[src/rtl/mac_dot_product_engine_if.sv]
// Handshake and bank-write bundle for mac_dot_product_engine.
// master: a_*/b_* bank writes and start; slave: busy, c_out, c_valid, done.
interface mac_dot_product_engine_if #(
    parameter int DATA_WIDTH = 16,
    parameter int ADDR_WIDTH = 3
);
    logic signed [DATA_WIDTH-1:0]   a_wdata;
    logic        [ADDR_WIDTH-1:0]   a_addr;
    logic                           a_wen;
    logic signed [DATA_WIDTH-1:0]   b_wdata;
    logic        [ADDR_WIDTH-1:0]   b_addr;
    logic                           b_wen;
    logic                           start;
    logic                           busy;
    logic signed [2*DATA_WIDTH-1:0] c_out;
    logic                           c_valid;
    logic                           done;

    modport master (
        output a_wdata, a_addr, a_wen,
        output b_wdata, b_addr, b_wen,
        output start,
        input  busy, c_out, c_valid, done
    );

    modport slave (
        input  a_wdata, a_addr, a_wen,
        input  b_wdata, b_addr, b_wen,
        input  start,
        output busy, c_out, c_valid, done
    );
endinterface

[src/rtl/mac_dot_product_engine.sv]
// Signed N-tap dot product, one MAC per cycle, start/done handshake.
// Ports: clk, rst (sync, active-high), bus (slave modport of
// mac_dot_product_engine_if). Define MAC_DOT_SAT_EN to saturate c_out.
module mac_dot_product_engine #(
    parameter int N          = 8,
    parameter int DATA_WIDTH = 16,
    parameter int ADDR_WIDTH = 3
) (
    input logic                      clk,
    input logic                      rst,
    mac_dot_product_engine_if.slave  bus
);
    localparam int PW    = 2 * DATA_WIDTH;
    localparam int ACC_W = PW + ADDR_WIDTH + 1;

    localparam logic [ADDR_WIDTH:0]   N_LIM = (ADDR_WIDTH + 1)'(N);
    localparam logic [ADDR_WIDTH-1:0] LAST  = ADDR_WIDTH'(N - 1);

    typedef enum logic [1:0] {
        IDLE,
        RUN,
        FINISH
    } state_t;

    state_t state;

    logic signed [DATA_WIDTH-1:0] a_bank [N];
    logic signed [DATA_WIDTH-1:0] b_bank [N];

    logic        [ADDR_WIDTH-1:0] idx;
    logic signed [PW-1:0]         p;
    logic signed [ACC_W-1:0]      acc;
    logic signed [PW-1:0]         c_reg;
    logic                         busy_r;
    logic                         valid_r;

    logic signed [PW-1:0]         a_ext;
    logic signed [PW-1:0]         b_ext;
    logic signed [PW-1:0]         prod;
    logic signed [ACC_W-1:0]      sum;
    logic signed [PW-1:0]         result;
    logic                         a_ok;
    logic                         b_ok;

    assign a_ok = ({1'b0, bus.a_addr} < N_LIM);
    assign b_ok = ({1'b0, bus.b_addr} < N_LIM);

    // Operands are sign-extended first so the truncated product is the
    // exact full-width signed product.
    always_comb begin
        a_ext = PW'(a_bank[idx]);
        b_ext = PW'(b_bank[idx]);
        prod  = a_ext * b_ext;
        sum   = acc + ACC_W'(p);
    end

`ifdef MAC_DOT_SAT_EN
    logic [ACC_W-PW:0] hi;
    logic              fits;

    // Fits when every bit above the result sign bit matches it.
    always_comb begin
        hi   = sum[ACC_W-1:PW-1];
        fits = (&hi) | ~(|hi);
        if (fits) begin
            result = sum[PW-1:0];
        end else if (sum[ACC_W-1]) begin
            result = {1'b1, {(PW-1){1'b0}}};
        end else begin
            result = {1'b0, {(PW-1){1'b1}}};
        end
    end
`else
    logic unused_hi;

    assign unused_hi = ^sum[ACC_W-1:PW];

    always_comb begin
        result = sum[PW-1:0];
    end
`endif

    // p is cleared on start so the first RUN edge adds zero; acc then
    // always accumulates the previous cycle's product.
    always_ff @(posedge clk) begin
        if (rst) begin
            state   <= IDLE;
            idx     <= '0;
            p       <= '0;
            acc     <= '0;
            c_reg   <= '0;
            busy_r  <= 1'b0;
            valid_r <= 1'b0;
            for (int k = 0; k < N; k++) begin
                a_bank[k] <= '0;
                b_bank[k] <= '0;
            end
        end else begin
            valid_r <= 1'b0;
            unique case (state)
                IDLE: begin
                    if (bus.a_wen && a_ok) begin
                        a_bank[bus.a_addr] <= bus.a_wdata;
                    end
                    if (bus.b_wen && b_ok) begin
                        b_bank[bus.b_addr] <= bus.b_wdata;
                    end
                    if (bus.start) begin
                        state  <= RUN;
                        idx    <= '0;
                        acc    <= '0;
                        p      <= '0;
                        busy_r <= 1'b1;
                    end
                end
                RUN: begin
                    p   <= prod;
                    acc <= sum;
                    idx <= idx + 1'b1;
                    if (idx == LAST) begin
                        state <= FINISH;
                    end
                end
                FINISH: begin
                    c_reg   <= result;
                    valid_r <= 1'b1;
                    busy_r  <= 1'b0;
                    idx     <= '0;
                    state   <= IDLE;
                end
                default: begin
                    state <= IDLE;
                end
            endcase
        end
    end

    assign bus.busy    = busy_r;
    assign bus.c_out   = c_reg;
    assign bus.c_valid = valid_r;
    assign bus.done    = valid_r;
endmodule

[src/flat_wrapper.sv]
// flat-port wrapper written by rule: the top's interface ports become plain ports
module mac_dot_product_engine_flat 
#(
    parameter int N          = 8,
    parameter int DATA_WIDTH = 16,
    parameter int ADDR_WIDTH = 3
)
  (clk, rst, bus_a_wdata, bus_a_addr, bus_a_wen, bus_b_wdata, bus_b_addr, bus_b_wen, bus_start, bus_busy, bus_c_out, bus_c_valid, bus_done);
  mac_dot_product_engine_if #(.DATA_WIDTH(DATA_WIDTH), .ADDR_WIDTH(ADDR_WIDTH)) bus_i ();
  input logic clk;
  input logic rst;
  input wire logic [$bits(bus_i.a_wdata)-1:0] bus_a_wdata;
  input wire logic [$bits(bus_i.a_addr)-1:0] bus_a_addr;
  input wire logic [$bits(bus_i.a_wen)-1:0] bus_a_wen;
  input wire logic [$bits(bus_i.b_wdata)-1:0] bus_b_wdata;
  input wire logic [$bits(bus_i.b_addr)-1:0] bus_b_addr;
  input wire logic [$bits(bus_i.b_wen)-1:0] bus_b_wen;
  input wire logic [$bits(bus_i.start)-1:0] bus_start;
  output wire logic [$bits(bus_i.busy)-1:0] bus_busy;
  output wire logic [$bits(bus_i.c_out)-1:0] bus_c_out;
  output wire logic [$bits(bus_i.c_valid)-1:0] bus_c_valid;
  output wire logic [$bits(bus_i.done)-1:0] bus_done;
  assign bus_i.a_wdata = bus_a_wdata;
  assign bus_i.a_addr = bus_a_addr;
  assign bus_i.a_wen = bus_a_wen;
  assign bus_i.b_wdata = bus_b_wdata;
  assign bus_i.b_addr = bus_b_addr;
  assign bus_i.b_wen = bus_b_wen;
  assign bus_i.start = bus_start;
  assign bus_busy = bus_i.busy;
  assign bus_c_out = bus_i.c_out;
  assign bus_c_valid = bus_i.c_valid;
  assign bus_done = bus_i.done;
  mac_dot_product_engine #(.N(N), .DATA_WIDTH(DATA_WIDTH), .ADDR_WIDTH(ADDR_WIDTH)) u_core (.clk(clk), .rst(rst), .bus(bus_i));
endmodule
[config.mk]
export PLATFORM = sky130hd
export DESIGN_NAME = mac_dot_product_engine_flat
export DESIGN_NICKNAME = d
export VERILOG_FILES = /design/src/rtl/mac_dot_product_engine_if.sv /design/src/rtl/mac_dot_product_engine.sv /design/src/flat_wrapper.sv
export SDC_FILE = /design/constraint.sdc
export NUM_CORES = 1
export LEC_CHECK = 0
export CORE_MARGIN = 4
export CORE_UTILIZATION = 57
export DETAILED_ROUTE_END_ITERATION = 12
export PLACE_DENSITY = 0.78
export SKIP_LAST_GASP = 1
export SLEW_MARGIN = 0
export SYNTH_ARGS = -nofsm -noshare
export SYNTH_HDL_FRONTEND = slang
export SYNTH_SLANG_ARGS = --single-unit
[constraint.sdc]
create_clock -name clk -period 7.55 [get_ports clk]
set_input_delay 2.265 -clock clk [delete_from_list [all_inputs] [get_ports clk]]
set_output_delay 2.265 -clock clk [all_outputs]
set_load 0.1 [all_outputs]
==> results.sh, run 1 <==
export IMPL_finalCritPeriodShare=0.977
export IMPL_clock_latency_ns=0.57
export IMPL_wl_per_cell_um=20.2
export IMPL_cp_slowest_stage_delay_ns=0.56
export IMPL_syn_to_final_growth_pct=14.2
export IMPL_clk_pin_slew_ns=0.06
export IMPL_holdPathStages=2
export IMPL_worstMarginPinSlew_ns=1.19
export IMPL_die_area_mm2=0.0494
export IMPL_ctsHoldBuffers=0
export IMPL_power_mw=11.3
export IMPL_place_gp_congestion=0.977
export IMPL_clock_root_buffer="clkbuf_16"
export IMPL_reg2regPathDepth=27
export IMPL_rows=78
export IMPL_synthDistinctLibCells=64
export IMPL_synth_edf_count=256
export IMPL_async_flop_share=0
export IMPL_grt_pass1_vias=18838
export IMPL_layoutNonFillerInstCount=3146
export IMPL_final_common_cell="inv_1"
export IMPL_place_hpwl_um=46900
export IMPL_mostFrequentLayoutCells="inv_1, and2_1, fa_1"
export IMPL_track_usage=0.256
export IMPL_gr_total_overflow=0
export IMPL_clock_path_buffers=3
export IMPL_hp_class="flop to flop"
export IMPL_antenna_cells=0
export IMPL_setup_violations_final=0
export IMPL_worst_r2r_setup_slack_ns=0.18
export IMPL_crit_arrival_ns=7.81
export IMPL_final_max_slew_violation_count=0
export IMPL_finClkSkew_ns=0.0243
export IMPL_syn_num_nets=2790
export IMPL_ys_warn_count=0
export IMPL_crit_buf_inv=8
export IMPL_crit_fanout=8
export IMPL_pre_cts_slack_ns=0.00413
export IMPL_netlist_area_mm2=0.0262
export IMPL_nets=2938
export IMPL_remaining_drc_errors=0
export IMPL_crit_top_cell="fa_1"
export IMPL_clock_sinks=362
export IMPL_fin_util=0.658
export IMPL_worstSetupPathDepth=27
export IMPL_ys_ff_latch=362
export IMPL_crit_path_end="u_core.p[28]$_SDFFE_PP0P_"
export IMPL_via_per_inst=5.66
export IMPL_synthFlopType="edfxtp_1"
export IMPL_firstDrtPassIters=6
export IMPL_numCtsBuffers=39
export IMPL_hold_viol=0
export IMPL_crit_family="adder cells"
export IMPL_synth_area_per_cell_um2=11.0
export IMPL_drt_iter0_drc=1536
export IMPL_io_buffers=77
export IMPL_vias=17819
export IMPL_crit_slowest_cell="fa_1"
export IMPL_place_inst=3046
export IMPL_slew_headroom=0.205
export IMPL_layout_min_cycle_time_ns=7.37
export IMPL_cp_required_ns=7.99
export IMPL_r2r_end="u_core.p[28]$_SDFFE_PP0P_"
export IMPL_tritoncts="yes"
export IMPL_fillers=3507
export IMPL_fmax_mhz=136
export IMPL_fin_ws_ns=0.177
export IMPL_grt_first_pass_wirelength_um=100000
export IMPL_synthCells=2369
export IMPL_start_kind="flop"
export IMPL_antenna_found_initial=0
export IMPL_critical_path_class="flop to flop"
export IMPL_io_pins=78
export IMPL_detail_route_wirelength_um=63500
export IMPL_antenna_left=0
export IMPL_start_util=0.576
export IMPL_ys_seq_area_frac=0.375
export IMPL_cap_violations=0
export IMPL_leakagePower_nw=12.8
export IMPL_drive_gt1_frac=0.128
export IMPL_powerDensity_mw_per_mm2=379
export IMPL_vdd_drop_max_mv=0.539
export IMPL_status="finished, final reports clean"
export IMPL_tns_ns=0
export IMPL_die_w_um=222
export IMPL_end_kind="flop"
export IMPL_die_height_um=222
export IMPL_htree_levels=2
export IMPL_grt_max_degree=75
export IMPL_core_area_mm2=0.0454
where the power goes:
part | total, mW | switching, mW | internal, mW
combinational | 7.14 | 3.85 | 3.28
clock | 1.87 | 0.791 | 1.08
sequential | 2.30 | 0.0515 | 2.25
cell usage after synthesis, drive strengths merged, types with 15 or more instances:
library cell / n / area share
a22oi: 25 / 0.0072
xor2: 16 / 0.0054
edfxtp: 256 / 0.29
dfxtp: 106 / 0.081
mux4: 64 / 0.055
nand2b: 25 / 0.0060
nor3: 15 / 0.0029
mux2: 22 / 0.0095
clkbuf: 76 / 0.011
and2: 259 / 0.062
mux2i: 27 / 0.010
ha: 115 / 0.055
o21ai: 44 / 0.0086
nand2: 200 / 0.029
a21o: 30 / 0.0088
or2: 23 / 0.0055
xnor2: 47 / 0.016
inv: 324 / 0.046
a21oi: 79 / 0.015
nor2: 210 / 0.030
fa: 263 / 0.20
layout make-up:
class	count	area, um^2	area share
clock inverter	21	213	0.00712
tap	600	751	0.0251
inverter	324	1220	0.0407
clock buffer	49	1030	0.0346
sequential	362	9820	0.329
timing repair buffer	196	1850	0.0620
multi-input combinational	1594	15000	0.502
worst reg2reg max path, delay by kind of cell (launching register included):
kind,cells,cell delay (ns)
adder cells (fa/ha/maj),7,3.19
AO/OA/AOI/OAI,6,1.58
multiplexers,3,1.00
buffers and inverters,8,0.83
flip-flops,1,0.42
AND/OR/NAND/NOR,3,0.25
worst min-delay path by stage:
stage	slack, ns	end	from
global route	0.47	u_core.bus.c_out[2]$_SDFFE_PP0P_	u_core.bus.c_out[2]$_SDFFE_PP0P_
global placement	0.44	u_core.bus.c_out[17]$_SDFFE_PP0P_	u_core.bus.c_out[17]$_SDFFE_PP0P_
finish	0.45	u_core.bus.c_out[17]$_SDFFE_PP0P_	u_core.bus.c_out[17]$_SDFFE_PP0P_
floorplan	0.43	u_core.p[12]$_SDFFE_PP0P_	u_core.p[12]$_SDFFE_PP0P_
CTS	0.46	u_core.bus.c_out[19]$_SDFFE_PP0P_	u_core.bus.c_out[19]$_SDFFE_PP0P_
detailed placement	0.45	u_core.bus.c_out[19]$_SDFFE_PP0P_	u_core.bus.c_out[19]$_SDFFE_PP0P_
state kept, by name, indices dropped and copies added, names as in the netlist, named ones only:
| signal | cells |
|---|---|
| u_core.a_bank | 128 |
| u_core.acc | 32 |
| u_core.b_bank | 128 |
| u_core.bus.busy | 1 |
| u_core.bus.c_out | 32 |
| u_core.bus.c_valid | 1 |
| u_core.idx | 3 |
| u_core.p | 32 |
| u_core.state | 2 |
cells by family after synthesis:
group                    share of synthesized area
adder cells (fa/ha/maj)                      0.256
flip-flops                                   0.375
AND/OR/NAND/NOR                              0.148
buffers and inverters                       0.0595
AO/OA/AOI/OAI                               0.0654
multiplexers                                0.0749
XOR/XNOR                                    0.0211
what timing repair did:
| action | 4_1_cts | 5_1_grt |
|---|---|---|
| pin swaps | 0 | 13 |
| resized for setup | 2 | 43 |
| endpoints found under the hold margin | 0 | 0 |
| setup buffers | 0 | 29 |
| gates cloned | 0 | 1 |
| setup endpoints to repair | 2 | 10 |
stage by stage:
stage,cell area (um^2),hold WS [ns]
2_1_floorplan,26200,0.429
3_3_place_gp,28100,0.441
3_5_place_dp,28100,0.447
4_1_cts,29400,0.455
5_1_grt,29900,0.475
6_report,29900,0.452
routing by layer:
metal	part of all wire	track usage	vias to the layer above
met2	0.50	0.446	663
li1	-	-	8110
met5	0	0	-
met4	0.035	0.0838	0
met1	0.40	0.327	8906
met3	0.067	0.0449	140
(Power assumes the default switching activity.)
==> run 2, diff against run 1 <==
CORE_UTILIZATION = 61   (was 57)
CTS_BUF_LIST = sky130_fd_sc_hd__clkbuf_2 sky130_fd_sc_hd__clkbuf_4 sky130_fd_sc_hd__clkbuf_8   (was unset)
PLACE_DENSITY = 0.79   (was 0.78)
TNS_END_PERCENT = 30   (was unset)
clock period = 7.3 ns   (was 7.55 ns; I/O delays follow)
==> run 2 against run 1 <==
Hold slack worse by 0.0018 ns. Combinational power grew 5.5%. Die area fell by 6.3%. Sequential share of layout area about the same. Clock skew is 0.037 ns higher. Non-clock buffer count up 15. Fmax increased by 1.2%. First-iteration DRC count shrank 22%.
==> results.sh, run 2 (synthesis results as in run 1) <==
export IMPL_tritoncts="yes"
export IMPL_worst_r2r_setup_slack_ns=0.02
export IMPL_clk_pin_slew_ns=0.06
export IMPL_drt_iter0_drc=1201
export IMPL_holdPathStages=2
export IMPL_clock_sinks=362
export IMPL_fmax_mhz=137
export IMPL_wl_per_cell_um=20.4
export IMPL_finalCritPeriodShare=0.998
export IMPL_min_to="u_core.bus.c_out[6]$_SDFFE_PP0P_"
export IMPL_regArea_mm2=0.00982
export IMPL_leakagePower_nw=12.9
export IMPL_cap_violations=0
export IMPL_io_pins=78
export IMPL_detail_route_wirelength_um=63900
export IMPL_design_area_mm2=0.0299
export IMPL_whs_ns=0.450
export IMPL_top_regs="u_core.a_bank x128, u_core.b_bank x128"
export IMPL_antenna_cells=0
export IMPL_clock_latency_ns=0.69
export IMPL_r2r_end="u_core.p[27]$_SDFFE_PP0P_"
export IMPL_clock_path_buffers=3
export IMPL_fillers=2977
export IMPL_ctsHoldBuffers=0
export IMPL_gr_total_overflow=0
export IMPL_cp_required_ns=7.80
export IMPL_clock_root_buffer="clkbuf_8"
export IMPL_syn_to_final_growth_pct=14.3
export IMPL_nets=2974
export IMPL_io_buffers=77
export IMPL_mostFrequentLayoutCells="inv_1, and2_1, fa_1"
export IMPL_crit_slowest_cell="fa_1"
export IMPL_critical_path_class="flop to flop"
export IMPL_multiInputGateArea_mm2=0.0150
export IMPL_vdd_drop_max_mv=0.478
export IMPL_reg2regPathDepth=27
export IMPL_status="finished, final reports clean"
export IMPL_finClkSkew_ns=0.0608
export IMPL_antenna_found_initial=0
export IMPL_crit_fanout=7
export IMPL_core_area_mm2=0.0421
export IMPL_die_area_mm2=0.0463
export IMPL_rows=75
export IMPL_hp_class="flop to flop"
export IMPL_grt_first_pass_wirelength_um=103000
export IMPL_grt_pass1_vias=19399
export IMPL_die_height_um=215
export IMPL_end_kind="flop"
export IMPL_cp_slowest_stage_delay_ns=0.54
export IMPL_crit_arrival_ns=7.79
export IMPL_hold_start="u_core.bus.c_out[6]$_SDFFE_PP0P_"
export IMPL_remaining_drc_errors=0
export IMPL_crit_top_cell="fa_1"
export IMPL_htree_levels=2
export IMPL_start_util=0.621
export IMPL_start_kind="flop"
export IMPL_firstDrtPassIters=5
export IMPL_rsz0062_at_grt="yes"
export IMPL_final_common_cell="inv_1"
export IMPL_drive_gt1_frac=0.149
export IMPL_powerDensity_mw_per_mm2=393
export IMPL_vias=17872
export IMPL_via_per_inst=5.69
export IMPL_hold_viol=0
export IMPL_antenna_left=0
export IMPL_slew_headroom=0.103
export IMPL_dpl_cell_area_mm2=0.0284
export IMPL_layout_min_cycle_time_ns=7.28
export IMPL_place_gp_congestion=1.00
export IMPL_fin_ws_ns=0.0153
export IMPL_die_w_um=215
export IMPL_final_max_slew_violation_count=0
export IMPL_track_usage=0.282
export IMPL_place_hpwl_um=47200
export IMPL_pre_cts_slack_ns=-0.168
export IMPL_grt_max_degree=90
export IMPL_worstMarginPinSlew_ns=1.33
export IMPL_numCtsBuffers=60
export IMPL_setup_violations_final=0
[run 2: changes by cell type in the layout (fill, tap and decap cells not counted), moves of 3 or more]
cell / change
clkbuf_16: -40
mux2_2: -3
ha_1: -3
clkinv_1: +5
clkbuf_4: +22
clkbuf_1: -8
clkbuf_8: +59
mux2_4: +3
buf_4: +15
clkinv_8: -3
[run 2: how the worst max path moves through the flow]
| stage | to | slack, ns | cells after the start |
|---|---|---|---|
| final | u_core.p[27]$_SDFFE_PP0P_ | 0.02 | 27 |
| after global routing | u_core.p[28]$_SDFFE_PP0P_ | -0.30 | 30 |
| after global placement | u_core.p[30]$_SDFFE_PP0P_ | -0.03 | 24 |
| after floorplan | u_core.p[30]$_SDFFE_PP0P_ | 0.005 | 28 |
| after detailed placement | u_core.p[30]$_SDFFE_PP0P_ | -0.17 | 24 |
| after CTS | u_core.p[28]$_SDFFE_PP0P_ | 0.004 | 28 |
[run 2: power breakdown]
| part | internal (mW) | switching, mW | total [mW] |
|---|---|---|---|
| clock network | 1.00 | 0.833 | 1.84 |
| logic | 3.53 | 4.00 | 7.53 |
| registers | 2.33 | 0.0535 | 2.38 |
[run 2: per-layer routing]
metal	track usage	share of wire	vias up
met4	0.0913	0.031	0
li1	-	-	8192
met3	0.0462	0.065	135
met1	0.366	0.40	8924
met2	0.491	0.50	621
met5	0	0	-
[run 2: final cells by class]
type / count / area share
Clock buffer: 83 / 0.0336
Tap cell: 539 / 0.0225
Sequential cell: 362 / 0.328
Inverter: 324 / 0.0407
Multi-Input combinational cell: 1594 / 0.502
Timing Repair Buffer: 211 / 0.0652
Clock inverter: 26 / 0.00753
[run 2: through the flow]
stage | util | setup TNS, ns | power, mW | instances
2_1_floorplan | - | 0 | 7.80 | 2369
3_3_place_gp | 0.673 | -0.0296 | 9.42 | 3018
3_5_place_dp | 0.673 | -0.826 | 9.70 | 3018
4_1_cts | 0.709 | 0 | 11.8 | 3138
5_1_grt | 0.710 | -1.96 | 12.9 | 3139
6_report | 0.710 | 0 | 11.7 | 3139
[run 2: repair_timing]
| action | CTS | global route |
|---|---|---|
| endpoints found under the setup margin | 8 | 9 |
| pin swaps | 19 | 5 |
| endpoints found under the hold margin | 0 | 0 |
| gates resized for setup | 35 | 8 |
| cloned | 1 | 0 |
| buffers inserted | 11 | 1 |
[run 2: worst max-delay path, delay by kind of cell (launching register included)]
kind	cells	cell delay, ns
adders and majority gates	7	3.13
AOI/OAI and AO/OA	7	1.78
buffers and inverters	9	0.86
muxes	2	0.70
DFF	1	0.45
xor gates and xnor gates	1	0.13
and+or+nand+nor	1	0.06
==> run 3, diff against run 2 <==
TNS_END_PERCENT = unset   (was 30)
==> run 3 against run 2 <==
First-iteration DRC count shrank 1.2%. Power rose by 0.38%. Clock-buffer cell count unchanged. Sequential cell count unchanged. Highest routed layer unchanged. Fmax increased by 0.18%. Clock skew is 0.0025 ns lower. Critical endpoint is now u_core.p[30]$_SDFFE_PP0P_. Non-clock buffer count grew 1. Sequential share of layout area fell by 0.052 points. Core utilization up 0.11 points.
==> results.sh, run 3 (synthesis results as in run 1) <==
export IMPL_numCtsBuffers=60
export IMPL_rows=75
export IMPL_vdd_drop_max_mv=0.478
export IMPL_layoutNonFillerInstCount=3140
export IMPL_dpl_cell_area_mm2=0.0284
export IMPL_drive_gt1_frac=0.157
export IMPL_start_util=0.621
export IMPL_power_mw=11.8
export IMPL_start_kind="flop"
export IMPL_antenna_left=0
export IMPL_fmax_mhz=138
export IMPL_fillers=2968
export IMPL_setup_violations_final=0
export IMPL_cap_violations=0
export IMPL_clock_root_buffer="clkbuf_8"
export IMPL_htree_levels=2
export IMPL_tritoncts="yes"
export IMPL_worstMarginPinSlew_ns=1.26
export IMPL_clock_latency_ns=0.69
export IMPL_place_gp_congestion=1.00
export IMPL_syn_to_final_growth_pct=14.5
export IMPL_gr_total_overflow=0
export IMPL_design_area_mm2=0.0300
export IMPL_layout_min_cycle_time_ns=7.27
export IMPL_die_area_mm2=0.0463
export IMPL_wl_per_cell_um=20.4
export IMPL_multiInputGateArea_mm2=0.0151
export IMPL_fin_ws_ns=0.0287
export IMPL_critical_path_class="flop to flop"
export IMPL_grt_first_pass_wirelength_um=103000
export IMPL_track_usage=0.282
export IMPL_antenna_cells=0
export IMPL_via_per_inst=5.68
export IMPL_hold_viol=0
export IMPL_reg2regPathDepth=27
export IMPL_vias=17837
export IMPL_io_buffers=77
export IMPL_final_max_slew_violation_count=0
export IMPL_nets=2975
export IMPL_slew_headroom=0.159
export IMPL_rsz0062_at_grt="yes"
export IMPL_detail_route_wirelength_um=64000
export IMPL_leakagePower_nw=12.9
export IMPL_io_pins=78
export IMPL_top_regs="u_core.a_bank x128, u_core.b_bank x128"
export IMPL_grt_pass1_vias=19399
export IMPL_clock_path_buffers=3
export IMPL_place_hpwl_um=47200
export IMPL_hp_class="flop to flop"
export IMPL_die_height_um=215
export IMPL_ctsHoldBuffers=0
export IMPL_clock_sinks=362
export IMPL_finalCritPeriodShare=0.996
export IMPL_cp_required_ns=7.81
export IMPL_drt_iter0_drc=1186
export IMPL_grt_max_degree=90
export IMPL_remaining_drc_errors=0
export IMPL_end_kind="flop"
export IMPL_finClkSkew_ns=0.0583
export IMPL_core_area_mm2=0.0421
export IMPL_clk_pin_slew_ns=0.06
export IMPL_regArea_mm2=0.00982
export IMPL_holdPathStages=2
export IMPL_firstDrtPassIters=9
export IMPL_status="finished, final reports clean"
export IMPL_final_common_cell="inv_1"
export IMPL_pre_cts_slack_ns=-0.168
export IMPL_place_inst=3018
export IMPL_crit_arrival_ns=7.78
export IMPL_crit_fanout=7
export IMPL_antenna_found_initial=0
export IMPL_die_w_um=215
export IMPL_powerDensity_mw_per_mm2=394
export IMPL_mostFrequentLayoutCells="inv_1, and2_1, edfxtp_1"
==> run 3: cell types whose count changed in the layout (fill, tap and decap cells not counted), sizes merged <==
cell	previous run	this run
buf	135	136
==> run 3: report_power, final <==
| part | leakage (nW) | internal (mW) | switching [mW] |
|---|---|---|---|
| clock network | 0.646 | 1.00 | 0.836 |
| registers | 3.47 | 2.33 | 0.0537 |
| logic | 8.83 | 3.55 | 4.02 |
==> run 3: routing by layer <==
metal  vias to the layer above  wire [um]  track usage  part of all wire
met2                       628      32000        0.491              0.50
li1                       8193          -            -                 -
met3                       130       4280       0.0462             0.067
met5                         -          0            0                 0
met1                      8886      25600        0.366              0.40
met4                         0       2070       0.0913             0.032
==> run 3: timing repair <==
item / in CTS / in global routing
pin swaps: 19 / 12
resized for setup: 35 / 38
cloned: 1 / 0
setup buffers: 11 / 3
setup endpoints to repair: 8 / 9
==> run 3: area by class of cell <==
class / count / area share
Clock buffer: 83 / 0.0335
Clock inverter: 26 / 0.00752
Inverter: 324 / 0.0406
Multi-Input combinational cell: 1594 / 0.503
Sequential cell: 362 / 0.328
Tap cell: 539 / 0.0225
Timing Repair Buffer: 212 / 0.0655
==> run 3: final timing paths <==
path | start | end | slack (ns)
worst max-delay path | flop | u_core.p[30]$_SDFFE_PP0P_ | 0.03
worst max register to register | flop | u_core.p[30]$_SDFFE_PP0P_ | 0.03
worst min-delay path | u_core.bus.c_out[6]$_SDFFE_PP0P_ | u_core.bus.c_out[6]$_SDFFE_PP0P_ | 0.45
worst min register to register | u_core.bus.c_out[6]$_SDFFE_PP0P_ | u_core.bus.c_out[6]$_SDFFE_PP0P_ | 0.45
==> run 3: stage by stage <==
| stage | hold WS [ns] | setup TNS (ns) | util |
|---|---|---|---|
| floorplan | 0.429 | 0 | - |
| global placement | 0.441 | -0.0296 | 0.673 |
| detailed placement | 0.444 | -0.826 | 0.673 |
| CTS | 0.452 | 0 | 0.709 |
| global route | 0.466 | -1.54 | 0.711 |
| finish | 0.450 | 0 | 0.711 |
==> run 3: worst max-delay path, stage by stage (launching register included) <==
cell and delay (ns):
dfxtp_4 0.45, buf_6 0.16, buf_6 0.10, mux4_2 0.51
mux2i_4 0.19, buf_12 0.16, nor2_4 0.04, fa_1 0.55
inv_2 0.04, fa_1 0.45, fa_1 0.53, inv_2 0.05
fa_1 0.45, fa_1 0.49, inv_1 0.05, fa_1 0.49
inv_2 0.05, ha_4 0.21, a21o_1 0.18, a21o_1 0.20
a21oi_2 0.18, nor2_1 0.06, a311o_2 0.34, a221o_2 0.41
a311oi_4 0.36, o2111ai_2 0.17, xnor2_1 0.17, o21ai_1 0.07
